## config.mk

```make
export PLATFORM = sky130hd
export DESIGN_NAME = mb_fetch_sequencer
export DESIGN_NICKNAME = d
export VERILOG_FILES = /design/src/rtl/mb_fetch_sequencer.sv
export SDC_FILE = /design/constraint.sdc
export NUM_CORES = 1
export LEC_CHECK = 0
export ABC_AREA = 1
export ABC_CLOCK_PERIOD_IN_PS = 8900
export CORE_MARGIN = 2
export CORE_UTILIZATION = 60
export DETAILED_ROUTE_END_ITERATION = 6
export PLACE_DENSITY = 0.92
export SETUP_SLACK_MARGIN = 0.02
export SLEW_MARGIN = 15
export SYNTH_ARGS = -nofsm -noshare
export SYNTH_HDL_FRONTEND = slang
export SYNTH_SLANG_ARGS = --single-unit
```

## constraint.sdc

```tcl
create_clock -name i_clk -period 8.9 [get_ports i_clk]
set_clock_uncertainty 0.1 [all_clocks]
set_input_delay 2.67 -clock i_clk [delete_from_list [all_inputs] [get_ports i_clk]]
set_output_delay 2.67 -clock i_clk [all_outputs]
set_load 0.1 [all_outputs]
```

## src/rtl/mb_fetch_sequencer.sv

```systemverilog
// Macroblock fetch sequencer: walks a frame's addresses, reads each
// macroblock from the bank memory and queues it for the compute unit.
module mb_fetch_sequencer #(
  parameter int LAST_ADDR   = 25560,
  parameter int DEPTH       = 4,
  parameter int TIMEOUT_CYC = 64
) (
  input  logic        i_clk,
  input  logic        i_rst,
  input  logic        i_data_ready,
  input  logic        i_MB_ready,
  input  logic [31:0] i_MB_flat,
  output logic [14:0] o_inq_addr,
  output logic        o_inqury_update,
  output logic        o_pix_valid,
  input  logic        i_pix_ready,
  output logic [31:0] o_pix_data,
  output logic [14:0] o_pix_addr,
  output logic        o_pix_last,
  output logic        o_frame_done,
  output logic        o_busy,
  output logic        o_timeout_err
);

  localparam int AW = $clog2(DEPTH);
  localparam int CW = AW + 1;
  localparam int TW = $clog2(TIMEOUT_CYC + 1);

  typedef enum logic [1:0] {
    S_IDLE,
    S_REQ,
    S_WLO,
    S_WHI
  } state_t;

  state_t          r_state;
  logic [14:0]     r_addr;
  logic [TW-1:0]   r_wcnt;
  logic            r_dr_q;
  logic            r_done;
  logic            r_err;

  logic [31:0]     r_mem_data [DEPTH];
  logic [14:0]     r_mem_addr [DEPTH];
  logic            r_mem_last [DEPTH];
  logic [AW-1:0]   r_wptr;
  logic [AW-1:0]   r_rptr;
  logic [CW-1:0]   r_cnt;

  logic w_full;
  logic w_issue;
  logic w_push;
  logic w_pop;
  logic w_last;
  logic w_start;
  logic w_tmo;

  assign w_full  = (r_cnt == CW'(DEPTH));
  assign w_issue = (r_state == S_REQ) && !w_full;
  assign w_push  = (r_state == S_WHI) && i_MB_ready;
  assign w_pop   = o_pix_valid && i_pix_ready;
  assign w_last  = (r_addr == 15'(LAST_ADDR));
  assign w_start = i_data_ready && !r_dr_q;
  assign w_tmo   = (r_wcnt == TW'(TIMEOUT_CYC - 1));

  // Request/capture sequencing, wait watchdog and frame status flags.
  always_ff @(posedge i_clk or posedge i_rst) begin
    if (i_rst) begin
      r_state <= S_IDLE;
      r_addr  <= '0;
      r_wcnt  <= '0;
      r_dr_q  <= 1'b1;
      r_done  <= 1'b0;
      r_err   <= 1'b0;
    end else begin
      r_dr_q <= i_data_ready;
      r_done <= 1'b0;
      case (r_state)
        S_IDLE: begin
          if (w_start) begin
            r_addr  <= '0;
            r_err   <= 1'b0;
            r_state <= S_REQ;
          end
        end
        S_REQ: begin
          if (!w_full) begin
            r_wcnt  <= '0;
            r_state <= S_WLO;
          end
        end
        S_WLO: begin
          if (w_tmo) begin
            r_err   <= 1'b1;
            r_state <= S_IDLE;
          end else begin
            r_wcnt <= r_wcnt + TW'(1);
            if (!i_MB_ready)
              r_state <= S_WHI;
          end
        end
        S_WHI: begin
          if (i_MB_ready) begin
            if (w_last) begin
              r_done  <= 1'b1;
              r_state <= S_IDLE;
            end else begin
              r_addr  <= r_addr + 15'd1;
              r_state <= S_REQ;
            end
          end else if (w_tmo) begin
            r_err   <= 1'b1;
            r_state <= S_IDLE;
          end else begin
            r_wcnt <= r_wcnt + TW'(1);
          end
        end
        default: r_state <= S_IDLE;
      endcase
    end
  end

  // FIFO pointers and occupancy; push and pop may coincide at any level.
  always_ff @(posedge i_clk or posedge i_rst) begin
    if (i_rst) begin
      r_wptr <= '0;
      r_rptr <= '0;
      r_cnt  <= '0;
    end else begin
      if (w_push)
        r_wptr <= r_wptr + AW'(1);
      if (w_pop)
        r_rptr <= r_rptr + AW'(1);
      r_cnt <= r_cnt + CW'(w_push) - CW'(w_pop);
    end
  end

  // FIFO storage; contents are only visible through a valid head.
  always_ff @(posedge i_clk) begin
    if (w_push) begin
      r_mem_data[r_wptr] <= i_MB_flat;
      r_mem_addr[r_wptr] <= r_addr;
      r_mem_last[r_wptr] <= w_last;
    end
  end

  assign o_inq_addr      = r_addr;
  assign o_inqury_update = w_issue;
  assign o_pix_valid     = (r_cnt != '0);
  assign o_pix_data      = o_pix_valid ? r_mem_data[r_rptr] : '0;
  assign o_pix_addr      = o_pix_valid ? r_mem_addr[r_rptr] : '0;
  assign o_pix_last      = o_pix_valid && r_mem_last[r_rptr];
  assign o_frame_done    = r_done;
  assign o_busy          = (r_state != S_IDLE);
  assign o_timeout_err   = r_err;

endmodule
```

==> impl_metrics.yaml <==
timing:
  fin_crit_ns: 7.007
  relSlewSlack_pct: 27.05
  tightest_slew_ns: 1.094
  fmax_mhz: 142.7
  rsz0062_at_grt: "no"
  slew_violations: 0
  final.setup.tns_ns: 0
  finalCritPeriodShare_pct: 78.73
  setup_viol: 0
  hold_violations: 0
cts:
  cts_tree: "built"
  h-tree-depth: 1
  path_clk_slew_ns: 0.06
  clock-root-buffer: "clkbuf_16"
  post-cts-setup-buffers: 0
  insertion_delay_ns: 0.50
  cts_hold_buf: 0
  clock_sinks: 226
  cts_buffer_depth: 3
  post_cts_resized: 0
  numCtsBuffers: 22
synthesis:
  ys_ff_latch: 226
  synth-compound-area-share_pct: 8.518
  synth_xor_area_share_pct: 1.294
  synth_top_area_share_pct: 60.86
  netlist_area_sq_mm: 0.009474
  synth-main-ff-cell: "edfxtp_1"
  synthMuxAreaShare_pct: 0
  synthCells: 841
  synthTopCellsByArea: "edfxtp_1, nor2_1, dfrtp_1, o21ai_0, nand2_1"
  synth_cell_types: 36
  async_reset_ff_share_pct: 15.04
  synth_fa_ha_area_share_pct: 1.400
  synth-simple-area-share_pct: 15.45
  yosysMostFrequentCell: "nor2_1"
  synth_area_per_cell_sq_um: 11.27
  synth_edf_count: 192
  ys_seq_area_share_pct: 69.85
  synth_common_cells: "nor2_1, edfxtp_1, o21ai_0, nand2_1, a21oi_1"
  yosysWarnings: 0
  synth_top_family_by_area: "simple AND/OR/NAND/NOR gates"
  syn_nets: 888
  synth_top_cell_by_area: "edfxtp_1"
setup_path:
  cp_max_fo: 99
  arrival_ns: 4.24
  reg2regPathDepth: 8
  cp.required_ns: 6.13
  critPathLaunch: "r_rptr[0]$_DFFE_PP0P_"
  ff2ff_setup_slack_ns: 5.90
  reg2reg_to: "r_cnt[2]$_DFF_PP0_"
  crit_path_end_kind: "output port"
  critPathLaunchType: "flip-flop"
  reg2reg_from: "r_cnt[1]$_DFF_PP0_"
  path_class: "reg2out"
global_routing:
  grt_antenna_before_repair: 0
  grt_pass1_vias: 6363
  grtUsageTotal_pct: 25.03
  overflow: 0
  grt_start_max_net_pins: 100
  grt_pass1_wl_um: 32690
place:
  dp_hpwl_um: 11780
  io_buffers: 104
  globalplace.congestion: 0.8022
route:
  drc: 0
  wire_per_inst_um: 17.78
  firstDrtPassIters: 5
  vias: 6594
  ant_nets: 0
  routed_wl_um: 20660
  first_iter_violations: 752
  viasPerCell: 5.675
finish:
  diodes: 0
  area_delta_synth_final_pct: 19.97
  fin_nets: 983
  drive_above_1_share_pct: 6.730
  num-fill-cells: 980
die:
  ioPinCount: 105
  start_util_pct: 61.86
  die_area_sq_mm: 0.01681
  coreArea_sq_mm: 0.01531
  chipHeight_um: 129.7
  core.rowCount: 45
  die_width_um: 129.7
status:
  outcome: "finished clean"
min_path:
  holdPathStages: 1
  hold_path_class: "reg2reg"
  holdPathEnd: "o_timeout_err$_DFFE_PP0P_"
  min_from: "o_timeout_err$_DFFE_PP0P_"
job:
  drv_cap: 0
-- kinds of logic after synthesis --
| kind of cell | after synthesis |
|---|---|
| and+or+nand+nor | 352 |
| adders and majority gates | 10 |
| DFF | 226 |
| xor gates and xnor gates | 14 |
| AOI/OAI and AO/OA | 160 |
| buffers and inverters | 79 |
-- metrics by stage --
stage | hold slack [ns] | area [sq um] | utilization (%) | cells | setup slack [ns]
2_1_floorplan | 0.3728 | 9474 | - | 841 | 3.315
3_3_place_gp | 0.3951 | 10690 | 69.79 | 1123 | 2.483
3_5_place_dp | 0.3877 | 10690 | 69.79 | 1123 | 2.408
4_1_cts | 0.4150 | 11370 | 74.22 | 1162 | 1.868
5_1_grt | 0.4400 | 11370 | 74.22 | 1162 | 1.623
6_report | 0.4135 | 11370 | 74.22 | 1162 | 1.893
-- worst max-delay path, cell delays in order (launching register included) --
cell and delay, ns:
dfrtp_4 0.84, inv_2 0.84, buf_4 0.46, o21ai_0 0.15, a21oi_1 0.22, clkdlybuf4s50_1 1.17
-- placed cells by master (no fill, tap or decap), types with 9 or more instances in the layout --
master / n
nor2_1: 222
edfxtp_1: 192
clkdlybuf4s50_1: 104
o21ai_0: 85
nand2_1: 76
a21oi_1: 50
inv_1: 33
dfrtp_1: 31
nand3_1: 27
o21ai_1: 22
clkbuf_16: 22
xor2_1: 9
ha_1: 9
-- state kept, by name (all words and copies together), names as in the netlist, 2 cells and up --
register    flops
r_wptr          2
o_inq_addr     15
r_mem_data    128
r_wcnt          7
r_mem_addr     60
r_rptr          2
r_state         2
r_mem_last      4
r_cnt           3
-- metal layers --
layer  GRT usage (%)  part of all wire, %  vias up
met2           41.76                   49      339
met3           3.964                  8.8       39
met1           34.53                   40     3149
li1                -                    -     3067
met5               0                    0        -
met4           7.527                  2.1        0
-- cell type report --
type	count	area, sq um	share of cell area [%]
clock buffer	29	586.8	5.163
clock inverter	10	91.34	0.8036
inverter	39	146.4	1.288
multi-input combinational	536	2561	22.53
sequential	226	6623	58.27
tap	211	264.0	2.323
timing repair buffer	111	1094	9.621
-- how the worst max path moves through the flow --
stage	slack (ns)	endpoint	cells past startpoint
3_3_place_gp	2.48	o_pix_data[18]	5
5_1_grt	1.62	o_pix_data[18]	5
3_5_place_dp	2.41	o_pix_data[18]	5
6_report	1.89	o_pix_data[18]	5
4_1_cts	1.87	o_pix_data[18]	5
2_1_floorplan	3.32	r_mem_addr[0][0]$_DFFE_PP_	4
Power is left out: the tool's default activity adds up to more than one toggle a clock period on the data nets, which glitch-free logic cannot reach.
